`src/rtl/div_restoring_unit.sv`:
```
// Multi-cycle unsigned restoring divider: one borrow-chain trial subtraction per cycle,
// quotient to LO, remainder to HI, with a one-cycle done pulse and divide-by-zero flag.
module div_restoring_unit #(
    parameter int WIDTH = 32
) (
    input  logic             clk,
    input  logic             reset,
    input  logic             start,
    input  logic [WIDTH-1:0] dividend,
    input  logic [WIDTH-1:0] divisor,
    output logic             busy,
    output logic             done,
    output logic [WIDTH-1:0] quotient,
    output logic [WIDTH-1:0] remainder,
    output logic             div_by_zero
);
    localparam int COUNT_W = $clog2(WIDTH + 1);

    typedef enum logic [1:0] {IDLE, RUN, DONE} state_t;

    state_t             state_reg;
    logic [WIDTH-1:0]   q_reg;
    logic [WIDTH-1:0]   r_reg;
    logic [WIDTH-1:0]   divisor_reg;
    logic [COUNT_W-1:0] count_reg;

    logic [WIDTH-1:0]   r_shift;
    logic [WIDTH-1:0]   trial_diff;
    logic [WIDTH:0]     borrow_chain;
    logic               borrow;
    logic [WIDTH-1:0]   r_next;
    logic [WIDTH-1:0]   q_next;

    assign r_shift         = {r_reg[WIDTH-2:0], q_reg[WIDTH-1]};
    assign borrow_chain[0] = 1'b0;

    // Ripple of full-subtractor cells; the zero-extended top bit of the trial equals the final borrow.
    genvar gi;
    generate
        for (gi = 0; gi < WIDTH; gi++) begin : g_sub
            assign trial_diff[gi]     = r_shift[gi] ^ divisor_reg[gi] ^ borrow_chain[gi];
            assign borrow_chain[gi+1] = (~r_shift[gi] & divisor_reg[gi])
                                      | (~(r_shift[gi] ^ divisor_reg[gi]) & borrow_chain[gi]);
        end
    endgenerate

    assign borrow = borrow_chain[WIDTH];
    assign r_next = borrow ? r_shift : trial_diff;
    assign q_next = {q_reg[WIDTH-2:0], ~borrow};

    always_ff @(posedge clk or posedge reset) begin
        if (reset) begin
            state_reg   <= IDLE;
            q_reg       <= '0;
            r_reg       <= '0;
            divisor_reg <= '0;
            count_reg   <= '0;
            busy        <= 1'b0;
            done        <= 1'b0;
            quotient    <= '0;
            remainder   <= '0;
            div_by_zero <= 1'b0;
        end else begin
            case (state_reg)
                IDLE, DONE: begin
                    state_reg <= IDLE;
                    done      <= 1'b0;
                    if (start) begin
                        if (divisor != '0) begin
                            divisor_reg <= divisor;
                            q_reg       <= dividend;
                            r_reg       <= '0;
                            count_reg   <= COUNT_W'(WIDTH);
                            div_by_zero <= 1'b0;
                            busy        <= 1'b1;
                            state_reg   <= RUN;
                        end else begin
                            quotient    <= '1;
                            remainder   <= dividend;
                            div_by_zero <= 1'b1;
                            done        <= 1'b1;
                            state_reg   <= DONE;
                        end
                    end
                end
                RUN: begin
                    q_reg     <= q_next;
                    r_reg     <= r_next;
                    count_reg <= count_reg - COUNT_W'(1);
                    // Publish results only on the final step so outputs hold during RUN.
                    if (count_reg == COUNT_W'(1)) begin
                        busy      <= 1'b0;
                        done      <= 1'b1;
                        quotient  <= q_next;
                        remainder <= r_next;
                        state_reg <= DONE;
                    end
                end
                default: state_reg <= IDLE;
            endcase
        end
    end
endmodule

```
`config.mk`:
```
export PLATFORM = sky130hd
export DESIGN_NAME = div_restoring_unit
export DESIGN_NICKNAME = d
export VERILOG_FILES = /design/src/rtl/div_restoring_unit.sv
export SDC_FILE = /design/constraint.sdc
export NUM_CORES = 1
export LEC_CHECK = 0
export CAP_MARGIN = 25
export CORE_ASPECT_RATIO = 1.2
export CORE_MARGIN = 8
export CORE_UTILIZATION = 53
export CTS_CLUSTER_DIAMETER = 60
export DETAILED_ROUTE_END_ITERATION = 6
export DONT_BUFFER_PORTS = 1
export PLACE_DENSITY_LB_ADDON = 0.15
export REMOVE_ABC_BUFFERS = 1
export SYNTH_ARGS = -nofsm -noshare
export SYNTH_HDL_FRONTEND = slang
export SYNTH_SLANG_ARGS = --single-unit
```
`constraint.sdc`:
```
create_clock -name clk -period 41.8 [get_ports clk]
set_input_delay 2.09 -clock clk [delete_from_list [all_inputs] [get_ports clk]]
set_output_delay 2.09 -clock clk [all_outputs]
set_load 0.02 [all_outputs]
```
Word level (Yosys, flattened, before mapping)
Cells that the tools add are included.
{"block": "totals", "out_inout_bits": 67, "inputBits": 67, "reg_bits": 170}
{"block": "classes", "n_bitwise": 221, "eq_ne": 7, "n_addsub": 1, "mux": 30, "n_reduce_logical": 10}
{"operator": "$mux 32", "n": 9}
{"operator": "$pmux 32 s2", "n": 3}
{"operator": "$not 1->1", "n": 64}
{"operator": "$and 1x1->1", "n": 63}
{"operator": "$xor 1x1->1", "n": 63}
{"operator": "$mux 31", "n": 2}
{"operator": "$pmux 31 s2", "n": 1}
{"operator": "$reduce_bool 32->1", "n": 1}
{"operator": "$or 1x1->1", "n": 31}
{"operator": "$mux 6", "n": 2}
{"operator": "$pmux 6 s2", "n": 1}
{"operator": "$ne 2x2->1 const B", "n": 4}
{"operator": "$reduce_and 4->1", "n": 2}
{"operator": "$eq 6x1->1 const B", "n": 1}
{"operator": "$mux 1", "n": 6}
{"operator": "$mux 2", "n": 3}
{"operator": "$reduce_and 3->1", "n": 2}
{"operator": "$sub 6x1->6 const B", "n": 1}
{"operator": "$pmux 1 s2", "n": 2}
{"operator": "$pmux 2 s2", "n": 1}
{"operator": "$reduce_and 2->1", "n": 2}
{"operator": "$eq 2x1->1 const B", "n": 1}
{"operator": "$eq 2x2->1 const B", "n": 1}
{"operator": "$logic_not 2->1", "n": 1}
{"operator": "2 further kinds", "n": 2}

Logic depth before layout (Yosys ltp)
{"block": "logic_depth", "depth_word": 67, "depth_mapped": 42}

Worst setup path after synthesis
No wires, ideal clock.
{"block": "synth_path", "path_kind": "flip-flop to flip-flop", "from": "register q_reg[31]", "to": "register remainder[10]", "arrival_time_ns": 12.976, "path_buffers": 2, "required_time_ns": 41.656, "setup_time_ns": 0.144, "synth_period_minus_slack_ns": 13.120, "path_stages_with_launch": 43, "setup_slack_ns": 28.680, "path_cell_list": "dfrtp_1 -> inv_1 -> ha_1 -> inv_1 -> fa_1 -> fa_1 -> fa_1 -> fa_1 -> fa_1 -> fa_1 -> fa_1 -> fa_1 -> fa_1 -> fa_1 -> fa_1 -> fa_1 -> fa_1 -> fa_1 -> [... 7 more ...] -> fa_1 -> fa_1 -> fa_1 -> fa_1 -> fa_1 -> fa_1 -> fa_1 -> fa_1 -> inv_1 -> fa_1 -> inv_1 -> fa_1 -> buf_2 -> buf_2 -> mux2i_1 -> nor2_1 -> a21oi_1 -> o32ai_2"}
{"block": "synth_between", "elab_chain_len": 67, "word_cells_on_any_way": 68, "classes_between": "3 x mux; 65 x bitwise"}
{"element": "start: declaration", "line": "22", "source": "logic [WIDTH-1:0] q_reg;"}
{"element": "start signal: assignment", "line": "71", "source": "q_reg <= dividend;"}
{"element": "start signal: assignment", "line": "87", "source": "q_reg <= q_next;"}
{"element": "$not 1->1 *", "line": "42", "source": "assign borrow_chain[gi+1] = (~r_shift[gi] & divisor_reg[gi])"}
{"element": "$and 1x1->1 *", "line": "42"}
{"element": "$and 1x1->1 *", "line": "43", "source": "| (~(r_shift[gi] ^ divisor_reg[gi]) & borrow_chain[gi]);"}
{"element": "$or 1x1->1 *", "line": "43"}
{"element": "$and 1x1->1 *", "line": "43"}
{"element": "$or 1x1->1 *", "line": "43"}
{"element": "$and 1x1->1 *", "line": "43"}
{"element": "$or 1x1->1 *", "line": "43"}
{"element": "[... 51 more ...]"}
{"element": "$or 1x1->1", "line": "43"}
{"element": "$and 1x1->1", "line": "43"}
{"element": "$or 1x1->1", "line": "43"}
{"element": "$and 1x1->1", "line": "43"}
{"element": "$or 1x1->1", "line": "43"}
{"element": "$mux 32 *", "line": "48", "source": "assign r_next = borrow ? r_shift : trial_diff;"}
{"element": "$mux 32 *", "line": "91", "source": "if (count_reg == COUNT_W'(1)) begin"}
{"element": "$pmux 32 s2 *", "line": "64", "source": "case (state_reg)"}
{"element": "end signal: assignment", "line": "79", "source": "remainder <= dividend;"}
{"element": "end signal: assignment", "line": "95", "source": "remainder <= r_next;"}
{"element": "end: declaration", "line": "14", "source": "output logic [WIDTH-1:0] remainder,"}
Mark *: on every way between the ends. The rest lies on a longest branch, timed or not. The select of a mux whose other input is x is not followed.
A chain may end at the register's enable or synchronous reset.

Worst setup path in the final report
{"block": "layout_path", "from": "register q_reg[31]", "to": "register remainder[22]"}
{"block": "layout_between", "elab_chain_len": 67, "word_cells_on_any_way": 68, "classes_between": "3 x mux; 65 x bitwise"}
{"element": "$not 1->1 *", "line": "42"}
{"element": "$and 1x1->1 *", "line": "42"}
{"element": "$and 1x1->1 *", "line": "43"}
{"element": "$or 1x1->1 *", "line": "43"}
{"element": "$and 1x1->1 *", "line": "43"}
{"element": "$or 1x1->1 *", "line": "43"}
{"element": "$and 1x1->1 *", "line": "43"}
{"element": "$or 1x1->1 *", "line": "43"}
{"element": "[... 51 more ...]"}
{"element": "$or 1x1->1", "line": "43"}
{"element": "$and 1x1->1", "line": "43"}
{"element": "$or 1x1->1", "line": "43"}
{"element": "$and 1x1->1", "line": "43"}
{"element": "$or 1x1->1", "line": "43"}
{"element": "$mux 32 *", "line": "48"}
{"element": "$mux 32 *", "line": "91"}
{"element": "$pmux 32 s2 *", "line": "64"}
Marked as above.

==> results.sh <==
export IMPL_cp_arrival_ns=14.16
export IMPL_finalHoldViolCount=0
export IMPL_ir_drop_mv=0.04620
export IMPL_placementRows=52
export IMPL_cp_required_ns=42.14
export IMPL_drive_above_1_share_pct=15.85
export IMPL_synth_edf_count=0
export IMPL_syn_area_um2=8887
export IMPL_synth_cells=815
export IMPL_setup_tns_ns=0
export IMPL_ctsHoldBuffers=0
export IMPL_utilization_pct=57.94
export IMPL_grt_pass1_vias=6509
export IMPL_worstSetupEndpointType="flop"
export IMPL_vias=6336
export IMPL_postCtsSetupRepairBufs=0
export IMPL_maxCapViolations=0
export IMPL_yosysSeqAreaShare_pct=47.87
export IMPL_synth_area_leaders="dfrtp_1 48%, fa_1 7.0%, o32ai_2 5.3%"
export IMPL_grt_pass1_wl_um=36180
export IMPL_p_seq_share_pct=38.5
export IMPL_syn_area_per_cell_um2=10.90
export IMPL_rsz0062_at_grt="false"
export IMPL_crit_path_top_delay_cell="fa_2"
export IMPL_ant_nets=0
export IMPL_status="finished clean"
export IMPL_start_util_pct=53.36
export IMPL_path_class="reg2reg"
export IMPL_yosysWarningCount=0
export IMPL_cts_root_buf="clkbuf_16"
export IMPL_cts_resized=0
export IMPL_synth_ff_type="dfrtp_1"
export IMPL_critPathBufInv=5
export IMPL_synth_largest_area_cell="dfrtp_1"
export IMPL_htreeDepth=4
export IMPL_area_delta_synth_final_pct=8.588
export IMPL_comb_power_share_pct=43.4
export IMPL_fmax_mhz=72.36
export IMPL_critPathLaunchType="flop"
export IMPL_clk_pin_slew_ns=0.06
export IMPL_reg2reg_depth=41
export IMPL_synth_async_reset_ratio_pct=100.0
export IMPL_switching_share_pct=42.31
export IMPL_nFillCells=1417
export IMPL_routed_via_density=6.267
export IMPL_ys_ff_latch=170
export IMPL_final_nets=883
export IMPL_wl_per_cell_um=22.26
export IMPL_met1_usage_pct=27.20
export IMPL_antenna_found_initial=0
export IMPL_multi_input_comb_area_um2=4190
export IMPL_drv_slew=0
export IMPL_p_leak_uw=0.004145
export IMPL_clock_latency_ns=0.43
export IMPL_fp_dieW_um=134.2
export IMPL_worst_pin_slew_ns=0.9215
export IMPL_grt_usage_pct=21.81
export IMPL_critical_path_max_fanout=29
export IMPL_finalCritPeriodShare_pct=33.06
export IMPL_met3_usage_pct=7.651
export IMPL_drc=0
export IMPL_p_sw_uw=401.0
export IMPL_rrSetupSlack_ns=27.98
export IMPL_cts_max_path_buffers=2
export IMPL_met2_usage_pct=33.72
export IMPL_top_usage_layer="met2"
export IMPL_coreArea_um2=16660
export IMPL_fin_skew_ns=0.008166
export IMPL_drt_iter0_markers=564
export IMPL_firstDrtPassIters=5
export IMPL_seq_area_um2=4254
export IMPL_holdPathStages=1
export IMPL_cts_buffers=17
export IMPL_final_setup_viol_count=0
export IMPL_grt_overflow=0
export IMPL_grt_start_max_net_pins=100
export IMPL_portBuffers=0
export IMPL_cp_num_cells=41
export IMPL_cts_tree="built"
export IMPL_cellPowerDensity_nw_per_um2=98.19
export IMPL_dp_hpwl_um=15240
export IMPL_gpl_final_weighted_congestion=0.8228
export IMPL_die_y_um=157.9
export IMPL_synth_top_cell_area_share_pct=47.87
export IMPL_wl_um=22500
export IMPL_p_int_uw=546.6
export IMPL_slew_headroom_pct=38.57
export IMPL_dieArea_um2=21190
export IMPL_clkPwrFrac_pct=18.2
export IMPL_crit_top_cell="fa_1"
export IMPL_io_pins=134
export IMPL_synth_cell_type_count=49
export IMPL_cts_sinks=170
export IMPL_min_path_type="reg2reg"
export IMPL_finalCriticalPeriod_ns=13.82
export IMPL_diodes=0
export IMPL_max_stage_delay_ns=0.46
export IMPL_path_delay_family="adder cells"
## layout by cell type, fill, tap and decap left out, types with 3 or more instances in the layout
cell type	instances
a31o_1	28
nand3_1	56
bufinv_16	4
nand4_1	26
o32ai_2	29
a31o_2	3
nor4_2	6
buf_4	16
mux2_2	26
nand2_1	103
nand2b_1	9
a22oi_1	25
o21ai_0	12
ha_1	3
mux2i_1	30
o311a_1	6
clkbuf_8	4
nor2_1	45
clkbuf_16	17
nor4_1	3
a21oi_1	33
clkinv_4	3
dfrtp_1	170
inv_1	37
o211ai_1	24
fa_1	30
a21oi_4	3
mux2_1	6
## cell type report
type                            count  share of cell area, %
Sequential cell                   170                  44.08
Multi-Input combinational cell    538                  43.42
Clock buffer                       22                  5.017
Tap cell                          216                  2.800
Clock inverter                     10                  1.698
Inverter                           38                  1.530
Timing Repair Buffer               17                  1.452
## path summary, 6_finish.rpt
path / startpoint / endpoint
max: q_reg[31] / remainder[22]
min: divisor_reg[18] / divisor_reg[18]
max reg2reg: q_reg[31] / remainder[22]
min reg2reg: divisor_reg[18] / divisor_reg[18]
max in group asynchronous: reset / remainder[10]
min in group asynchronous: reset / quotient[22]
## synthesized netlist by cell type (10+ instances only)
cell type    n
a31o_1      28
mux2_2      26
a22oi_1     25
a21oi_1     34
nor2_1      45
clkbuf_1    35
o211ai_1    24
nand3_1     56
fa_1        31
o21ai_0     12
o32ai_2     29
mux2i_1     30
nand2b_1    10
nand4_1     26
nand2_1    104
buf_4       11
dfrtp_1    170
buf_2       16
inv_1       38
## power groups by stage
stage | Combinational (µW) | Clock [µW] | Sequential, µW
3_3_place_gp | 391 | 0 | 365
3_5_place_dp | 406 | 0 | 368
6_report | 411 | 172 | 365
5_1_grt | 461 | 181 | 377
4_1_cts | 412 | 175 | 366
2_1_floorplan | 331 | 0 | 342
## worst reg2reg max path: cells and delay by family (launching register included)
family / cells / cell delay [ns]
fa+ha+maj: 32 / 12.18
compound gates: 2 / 0.34
buf+inv: 5 / 0.49
flops: 1 / 0.37
simple gates: 1 / 0.17
mux: 1 / 0.15
## layer usage
metal,up-vias,share of wire (%)
met5,-,0
li1,2863,-
met4,0,2.7
met1,3198,41
met2,231,48
met3,44,8.6
## metrics by stage
| step | worst slack, ns | cells | hold WS, ns | power, µW | instance area, µm² |
|---|---|---|---|---|---|
| after global routing | 27.57 | 1011 | 0.5143 | 1020 | 9651 |
| final | 27.98 | 1011 | 0.4911 | 947.6 | 9651 |
| after global placement | 28.03 | 978 | 0.4753 | 755.7 | 8982 |
| after CTS | 27.75 | 1010 | 0.4952 | 952.3 | 9630 |
| after floorplan | 28.03 | 746 | 0.4581 | 672.4 | 8544 |
| after detailed placement | 27.87 | 978 | 0.4813 | 773.9 | 8982 |
## cells by family after synthesis
| group | Yosys count | synth area share (%) |
|---|---|---|
| AO/OA/AOI/OAI | 175 | 17.16 |
| XOR/XNOR | 2 | 0.1971 |
| flip-flops | 170 | 47.87 |
| adder cells (fa/ha/maj) | 34 | 7.405 |
| multiplexers | 62 | 7.433 |
| buffers and inverters | 107 | 5.463 |
| AND/OR/NAND/NOR | 265 | 14.47 |
(Power assumes the default switching activity.)
